**src/rtl/mem_access_stage.sv**
```systemverilog
// Memory-access pipeline stage: EX/MEM register, req/gnt/rvalid data-bus FSM, byte-lane steering and MEM/WB register.
// Optional MEM_ALIGN_CHECK_EN: trap misaligned half/word accesses instead of issuing them.
module mem_access_stage (
  input  logic        clk,
  input  logic        rst_n,
  input  logic        ex_valid_i,
  input  logic [31:0] ex_result_i,
  input  logic [31:0] ex_store_data_i,
  input  logic [31:0] ex_pc_plus_4_i,
  input  logic [4:0]  ex_rd_addr_i,
  input  logic [2:0]  ex_funct3_i,
  input  logic        ex_mem_read_i,
  input  logic        ex_mem_write_i,
  input  logic        ex_reg_write_i,
  input  logic [1:0]  ex_mem_to_reg_i,
  output logic        mem_stall_o,
  output logic [4:0]  mem_rd_addr_o,
  output logic        mem_reg_write_o,
  output logic [31:0] mem_fwd_data_o,
  output logic        dmem_req_o,
  output logic        dmem_we_o,
  output logic [31:0] dmem_addr_o,
  output logic [31:0] dmem_wdata_o,
  output logic [3:0]  dmem_be_o,
  input  logic        dmem_gnt_i,
  input  logic        dmem_rvalid_i,
  input  logic [31:0] dmem_rdata_i,
  output logic        wb_valid_o,
  output logic        wb_reg_write_o,
  output logic [4:0]  wb_rd_addr_o,
  output logic [31:0] wb_data_o,
  output logic        misalign_o,
  output logic [31:0] misalign_addr_o
);

  typedef enum logic [1:0] {IDLE, REQ, WAIT} state_t;
  state_t state_reg;

  logic        valid_reg;
  logic [31:0] result_reg;
  logic [31:0] store_data_reg;
  logic [31:0] pc4_reg;
  logic [4:0]  rd_reg;
  logic [2:0]  funct3_reg;
  logic        mem_read_reg;
  logic        mem_write_reg;
  logic        reg_write_reg;
  logic [1:0]  mem_to_reg_reg;

  always_ff @(posedge clk) begin
    if (!rst_n) begin
      valid_reg      <= 1'b0;
      result_reg     <= '0;
      store_data_reg <= '0;
      pc4_reg        <= '0;
      rd_reg         <= '0;
      funct3_reg     <= '0;
      mem_read_reg   <= 1'b0;
      mem_write_reg  <= 1'b0;
      reg_write_reg  <= 1'b0;
      mem_to_reg_reg <= '0;
    end else if (!mem_stall_o) begin
      valid_reg      <= ex_valid_i;
      result_reg     <= ex_result_i;
      store_data_reg <= ex_store_data_i;
      pc4_reg        <= ex_pc_plus_4_i;
      rd_reg         <= ex_rd_addr_i;
      funct3_reg     <= ex_funct3_i;
      mem_read_reg   <= ex_mem_read_i;
      mem_write_reg  <= ex_mem_write_i;
      reg_write_reg  <= ex_reg_write_i;
      mem_to_reg_reg <= ex_mem_to_reg_i;
    end
  end

  logic is_mem, is_store, misaligned, mem_op, complete;
  logic [1:0] byte_off;

  assign byte_off = result_reg[1:0];
  assign is_mem   = valid_reg & (mem_read_reg | mem_write_reg);
  // read+write together is resolved as a store
  assign is_store = mem_write_reg;

`ifdef MEM_ALIGN_CHECK_EN
  assign misaligned = is_mem &
                      (((funct3_reg[1:0] == 2'b01) & byte_off[0]) |
                       (funct3_reg[1] & (byte_off != 2'b00)));
`else
  assign misaligned = 1'b0;
`endif

  assign mem_op      = is_mem & ~misaligned;
  assign dmem_req_o  = mem_op & (state_reg != WAIT);
  assign complete    = is_store ? (dmem_req_o & dmem_gnt_i)
                                : ((state_reg == WAIT) & dmem_rvalid_i);
  assign mem_stall_o = mem_op & ~complete;

  always_ff @(posedge clk) begin
    if (!rst_n) begin
      state_reg <= IDLE;
    end else begin
      case (state_reg)
        IDLE, REQ: begin
          if (mem_op) begin
            if (dmem_gnt_i) state_reg <= is_store ? IDLE : WAIT;
            else            state_reg <= REQ;
          end else begin
            state_reg <= IDLE;
          end
        end
        WAIT:    if (dmem_rvalid_i) state_reg <= IDLE;
        default: state_reg <= IDLE;
      endcase
    end
  end

  logic [3:0]  lane_be;
  logic [31:0] lane_wdata;
  logic [31:0] shifted;
  logic [31:0] load_data;

  always_comb begin
    lane_be    = 4'b1111;
    lane_wdata = store_data_reg;
    case (funct3_reg[1:0])
      2'b00: begin
        lane_be    = 4'b0001 << byte_off;
        lane_wdata = {4{store_data_reg[7:0]}};
      end
      2'b01: begin
        lane_be    = 4'b0011 << byte_off;
        lane_wdata = {2{store_data_reg[15:0]}};
      end
      default: ;
    endcase
  end

  always_comb begin
    shifted   = dmem_rdata_i >> {byte_off, 3'b000};
    load_data = dmem_rdata_i;
    case (funct3_reg)
      3'b000:  load_data = {{24{shifted[7]}}, shifted[7:0]};
      3'b100:  load_data = {24'h0, shifted[7:0]};
      3'b001:  load_data = {{16{shifted[15]}}, shifted[15:0]};
      3'b101:  load_data = {16'h0, shifted[15:0]};
      default: ;
    endcase
  end

  // bus outputs are forced to zero when no request is being driven
  assign dmem_we_o    = dmem_req_o & is_store;
  assign dmem_addr_o  = dmem_req_o ? {result_reg[31:2], 2'b00} : '0;
  assign dmem_wdata_o = dmem_req_o ? lane_wdata : '0;
  assign dmem_be_o    = dmem_req_o ? lane_be : '0;

  assign mem_rd_addr_o   = valid_reg ? rd_reg : 5'd0;
  assign mem_reg_write_o = valid_reg & reg_write_reg;
  assign mem_fwd_data_o  = (mem_to_reg_reg == 2'b10) ? pc4_reg : result_reg;

  logic        wb_fire;
  logic [31:0] wb_sel;

  assign wb_fire = valid_reg & ~mem_stall_o;

  always_comb begin
    case (mem_to_reg_reg)
      2'b01:   wb_sel = load_data;
      2'b10:   wb_sel = pc4_reg;
      default: wb_sel = result_reg;
    endcase
  end

  always_ff @(posedge clk) begin
    if (!rst_n) begin
      wb_valid_o     <= 1'b0;
      wb_reg_write_o <= 1'b0;
      wb_rd_addr_o   <= '0;
      wb_data_o      <= '0;
    end else begin
      wb_valid_o     <= wb_fire;
      wb_reg_write_o <= wb_fire & reg_write_reg & (rd_reg != 5'd0) & ~misaligned;
      wb_rd_addr_o   <= wb_fire ? rd_reg : 5'd0;
      wb_data_o      <= wb_fire ? wb_sel : 32'd0;
    end
  end

`ifdef MEM_ALIGN_CHECK_EN
  always_ff @(posedge clk) begin
    if (!rst_n) begin
      misalign_o      <= 1'b0;
      misalign_addr_o <= '0;
    end else begin
      misalign_o      <= misaligned;
      misalign_addr_o <= misaligned ? result_reg : 32'd0;
    end
  end
`else
  assign misalign_o      = 1'b0;
  assign misalign_addr_o = '0;
`endif

endmodule

```
**config.mk**
```make
export PLATFORM = sky130hd
export DESIGN_NAME = mem_access_stage
export DESIGN_NICKNAME = d
export VERILOG_FILES = /design/src/rtl/mem_access_stage.sv
export SDC_FILE = /design/constraint.sdc
export NUM_CORES = 1
export LEC_CHECK = 0
export CORE_MARGIN = 2
export CORE_UTILIZATION = 47
export CTS_CLUSTER_DIAMETER = 50
export DETAILED_ROUTE_END_ITERATION = 8
export PLACE_DENSITY = 0.95
export SLEW_MARGIN = 20
export SYNTH_ARGS = -nofsm -noshare
export SYNTH_HDL_FRONTEND = slang
export SYNTH_SLANG_ARGS = --single-unit
```
**constraint.sdc**
```tcl
create_clock -name clk -period 3.15 [get_ports clk]
set_input_delay 0.63 -clock clk [delete_from_list [all_inputs] [get_ports clk]]
set_output_delay 0.63 -clock clk [all_outputs]
set_load 0.05 [all_outputs]
```
# --- Word-level counts from Yosys, hierarchy flattened ---
# Cells that the tools add are included.
totals:
  memories: 0
  output_inout_bits: 181
  elab_cells: 62
  in_bits: 146
  latch_bits: 0
  ram_bits: 0
  romBits: 0
  reg_bits: 151
op_classes:
  n_lt_le_gt_ge: 0
  n_reduce_logical: 6
  add_sub_neg: 0
  mux: 15
  n_mul: 0
  bitwise_logic: 13
  div: 0
  n_shift: 3
  n_eq_ne: 10
op_table:
  columns: ["op", "n"]
  rows:
  - ["32-bit case mux with 2 select lines", 2]
  - ["32-bit case mux with 4 select lines", 1]
  - ["32-bit two-way mux", 3]
  - ["32-bit by 5-bit right shift with 16-bit output", 1]
  - ["1-bit bitwise AND", 10]
  - ["2-bit two-way mux", 4]
  - ["4-bit case mux with 2 select lines", 1]
  - ["2-bit by 1-bit == test with 1-bit output, second input constant", 3]
  - ["3-bit == test, second input constant", 2]
  - ["5-bit two-way mux", 1]
  - ["5-bit nonzero test", 1]
  - ["2-bit == test, second input constant", 2]
  - ["2-bit zero test", 2]
  - ["4-bit two-way mux", 1]
  - ["2-bit inequality test, second input constant", 2]
  - ["2-bit case mux with 2 select lines", 1]
  - ["1-bit by 2-bit left shift with 4-bit output, first input constant", 1]
  - ["2-bit by 2-bit left shift with 4-bit output, first input constant", 1]
  - ["3-bit by 1-bit == test with 1-bit output, second input constant", 1]
  - ["3-bit zero test", 1]
  - ["1-bit inverter", 2]
  - ["2-bit AND reduction", 1]
  - ["2-bit OR reduction", 1]
  - ["1-bit two-way mux", 1]
  - ["1-bit bitwise OR", 1]

# --- Depth between registers and ports, before layout ---
depth:
  depth_word: 11
  depth_mapped: 8
  mapped_depth_nobuf: 6

# --- Least setup slack after synthesis ---
# No wires, ideal clock.
synth_path:
  kind: "reg2out"
  start: "reg mem_to_reg_reg[0]"
  end: "out mem_fwd_data_o[0]"
  slack_ns: 0.295
  arrival_time_ns: 2.225
  required_ns: 2.520
  stages_incl_launch_ff: 7
  path_cell_list: "dfxtp_1 > inv_1 > ha_1 > buf_2 > clkbuf_1 > buf_1 > o21ai_0"
synth_via:
  elab_chain_len: 2
synth_lines:
  columns: ["element", "line_no", "source"]
  rows:
  - ["start: declaration", "48", "logic [1:0] mem_to_reg_reg;"]
  - ["start signal: assignment", "72", "mem_to_reg_reg <= ex_mem_to_reg_i;"]
  - ["2-bit == test", "158", "assign mem_fwd_data_o = (mem_to_reg_reg == 2'b10) ? pc4_reg : result_reg;"]
  - ["32-bit two-way mux", "158", null]
  - ["end: declaration", "19", "output logic [31:0] mem_fwd_data_o,"]
# No other way between the ends.

# --- Worst setup path in the final report ---
layout_path:
  start: "reg mem_write_reg (netlist: is_store)"
  end: "out dmem_wdata_o[7]"
layout_via:
  elab_chain_len: 4
layout_lines:
  columns: ["element", "line_no", "source"]
  rows:
  - ["start: declaration", "46", "logic mem_write_reg;"]
  - ["start signal: assignment", "70", "mem_write_reg <= ex_mem_write_i;"]
  - ["1-bit bitwise OR", "80", "assign is_mem = valid_reg & (mem_read_reg | mem_write_reg);"]
  - ["1-bit bitwise AND", "80", null]
  - ["1-bit bitwise AND", "93", "assign dmem_req_o = mem_op & (state_reg != WAIT);"]
  - ["32-bit two-way mux", "153", "assign dmem_wdata_o = dmem_req_o ? lane_wdata : '0;"]
  - ["end: declaration", "23", "output logic [31:0] dmem_wdata_o,"]
# No other way between the ends.

==> flow_summary_export.csv <==
group,metric,value,unit
yosys,synth-warning-count,0,
yosys,synthCells,1013,
grt,grt_pass1_vias,8517,
timing,finalSetupTns,0,ns
power,peakVddDrop,391,uV
clock_tree,htree_levels,4,
timing,hold_viol,0,
grt,track_usage,32.8,%
setup_path,critPathTopFamily,"simple AND/OR/NAND/NOR gates",
grt,antenna_found_initial,5,
grt,grt_overflow_total,0,
grt,grt_first_pass_wirelength,46400,um
clock_tree,cts_tree,"built",
placement,dpl_cell_area,11000,um^2
setup_path,critPathBufInv,3,
clock_tree,cts_root_buffer,"clkbuf_16",
setup_path,crit_chain,"o21ai_2 > nand2b_2 > clkinvlp_4 > buf_4 > and2_1 > buf_12",
timing,rsz0062_at_grt,"false",
clock_tree,insertion_delay,0.42,ns
drt,drc_errors,0,
timing,final-setup-viol-count,0,
drt,routedWlPerCell,20.8,um
drt,vias,8810,
setup_path,critPathArrivalTime,2.43,ns
yosys,synth_ff_type,"dfxtp_1",
setup_path,end_kind,"primary output",
yosys,netlist_top_cells_area,"dfxtp_1, a21boi_0, o21ai_0, nand3_1, buf_4",
placement,dpl.hpwl,21200,um
grt,grt_max_degree,112,
die,coreArea,16700,um^2
power,powerDensity,488,nW/um^2
drt,drtIter0Drc,899,
timing,maxSlewViolCount,0,
clock_tree,clkSlewWorstSetupHoldPaths,0.06,ns
die,fp.dieH,135,um
yosys,synth_edf_count,0,
yosys,ys_types,57,
run_status,status,"finished, final reports clean",
grt,busiest_layer,"met2",
yosys,syn-cell-area,8090,um^2
setup_path,max_stage_delay,0.54,ns
placement,port_buffers,291,
drt,vias_per_cell,5.96,
timing,slew_headroom,29.9,%
timing,skew,0.00715,ns
drt,ant_nets,0,
grt,grtUsageMet3,10.3,%
yosys,yosysTopAreaCellShare,37.4,%
worst_hold_path,hold_class,"reg -> reg",
cells_and_area,final_area,11600,um^2
die,die_w,135,um
die,pin_count,327,
grt,met1_usage,37.9,%
yosys,seq_area_frac_synth,37.4,%
clock_tree,cts_inserted_buffers,17,
yosys,syn_avg_cell_area,7.98,um^2
cells_and_area,syn2layout_area_growth,43.5,%
die,dieArea,18300,um^2
drt,wirelength,30800,um
timing,fmax,326,MHz
yosys,ys_async_sr_fraction,0,%
drt,drtPass1Iterations,5,
yosys,synth-seq-cells,151,
setup_path,path_class,"reg -> out",
timing,period_share,97.3,%
setup_path,critPathSlowestCell,"nand2b_2",
cells_and_area,layout.nets,1392,
flow_run,drv_cap,0,
grt,met2_usage,54.2,%
cells_and_area,layout-drive-gt1-share,13.4,%
yosys,synth.largest_area_cell,"dfxtp_1",
placement,gp_congestion,0.951,
timing,layout_min_cycle_time,3.06,ns
cells_and_area,fillers,1313,
power,power.static_leakage,4.35,nW
timing,tightestPinTransition,1.05,ns
die,num_rows,47,
clock_tree,clockBufferDepth,2,
die,initial_utilization,48.4,%
setup_path,critPathMaxFanout,19,
setup_path,required,2.52,ns
setup_path,start_kind,"flip-flop",
clock_tree,numClockSinks,151,
synthesized netlist by cell type (all sizes together) (8+ instances only):
cell / number
a221oi: 16
mux2: 8
clkbuf: 70
buf: 63
inv: 32
dfxtp: 151
nor2: 59
a21boi: 125
mux2i: 26
nand2: 58
and3: 10
o21ai: 146
and2: 28
a21oi: 42
nand3: 112
metrics by stage:
step	cells	hold WS, ns	util (%)	power, mW	setup WS (ns)
3_5_place_dp	1444	0.460	65.7	3.50	0.324
6_report	1479	0.469	69.5	5.66	0.0861
5_1_grt	1478	0.491	69.5	5.83	0.00876
4_1_cts	1477	0.468	69.4	5.65	0.0497
2_1_floorplan	1047	0.437	-	3.00	0.295
3_3_place_gp	1444	0.450	65.7	3.47	0.399
kinds of logic (layout without fill, tap and decap cells):
kind of cell	Yosys count	count (layout)	share of synthesized area, %
flops	151	151	37.4
simple gates	291	291	17.4
fa+ha+maj	2	2	0.309
mux	35	35	4.61
other cells	1	37	0.0464
buf+inv	165	375	9.92
compound gates	368	368	30.3
power breakdown:
group / total (mW) / leakage [nW] / internal [mW] / switching, mW
registers: 2.14 / 1.25 / 2.02 / 0.115
logic: 1.36 / 2.80 / 0.493 / 0.862
clock network: 2.16 / 0.300 / 1.35 / 0.818
worst register-to-register path: stages, from the launching register on:
cell,delay [ns]
dfxtp_1,0.94
mux2i_1,0.27
o32ai_1,0.14
o31ai_4,0.92
a221oi_1,0.20
final timing paths:
kind	startpoint	to	slack, ns	depth (start not counted)
max reg2reg	funct3_reg[0]	wb_data_o[31]	0.51	4
min reg2reg	reg_write_reg	wb_reg_write_o	0.47	2
min	reg_write_reg	wb_reg_write_o	0.47	2
max	is_store	dmem_wdata_o[7]	0.09	6
repair_timing:
item                                    4_1_cts  5_1_grt
hold buffers                                  0        0
resized for setup                            12        0
endpoints found under the setup margin       37        0
hold endpoints to repair                      0        0
setup buffers                                 1        0
placed cells by master (no fill, tap or decap), drive strengths merged, types with 2 or more instances in the layout:
cell | netlist | routed
clkdlybuf4s50 | 0 | 202
dfxtp | 151 | 151
o21ai | 146 | 146
a21boi | 125 | 125
nand3 | 112 | 112
buf | 63 | 99
nor2 | 59 | 59
nand2 | 58 | 58
a21oi | 42 | 42
conb | 1 | 35
inv | 32 | 31
and2 | 28 | 28
mux2i | 26 | 26
clkbuf | 70 | 20
a221oi | 16 | 16
dlygate4sd2 | 0 | 10
and3 | 10 | 10
mux2 | 8 | 8
a22oi | 7 | 7
or3 | 7 | 7
o2111ai | 7 | 7
clkinv | 0 | 6
a222oi | 5 | 5
o211ai | 5 | 5
bufinv | 0 | 4
clkinvlp | 0 | 3
nor2b | 3 | 3
nand4 | 3 | 3
diode | 0 | 2
a211oi | 2 | 2
o221a | 2 | 2
nand2b | 2 | 2
a31oi | 2 | 2
o31ai | 2 | 2
ha | 2 | 2
layer usage:
layer	part of all wire (%)	vias to the layer above	wire length, um
met1	36	4123	11000
met2	47	573	14400
met4	5.6	6	1730
li1	-	3979	-
met3	12	129	3610
met5	0.15	-	47
final cells by class:
class | instances | area (um^2) | share of cell area (%)
clock buffer | 20 | 447 | 3.85
antenna | 2 | 5.00 | 0.0431
multi-input combinational | 731 | 4440 | 38.3
sequential | 151 | 3020 | 26.1
timing repair buffer | 311 | 3110 | 26.8
clock inverter | 12 | 176 | 1.52
inverter | 32 | 124 | 1.07
tap | 220 | 275 | 2.37
Note: power is estimated with default switching activity, not from simulation.
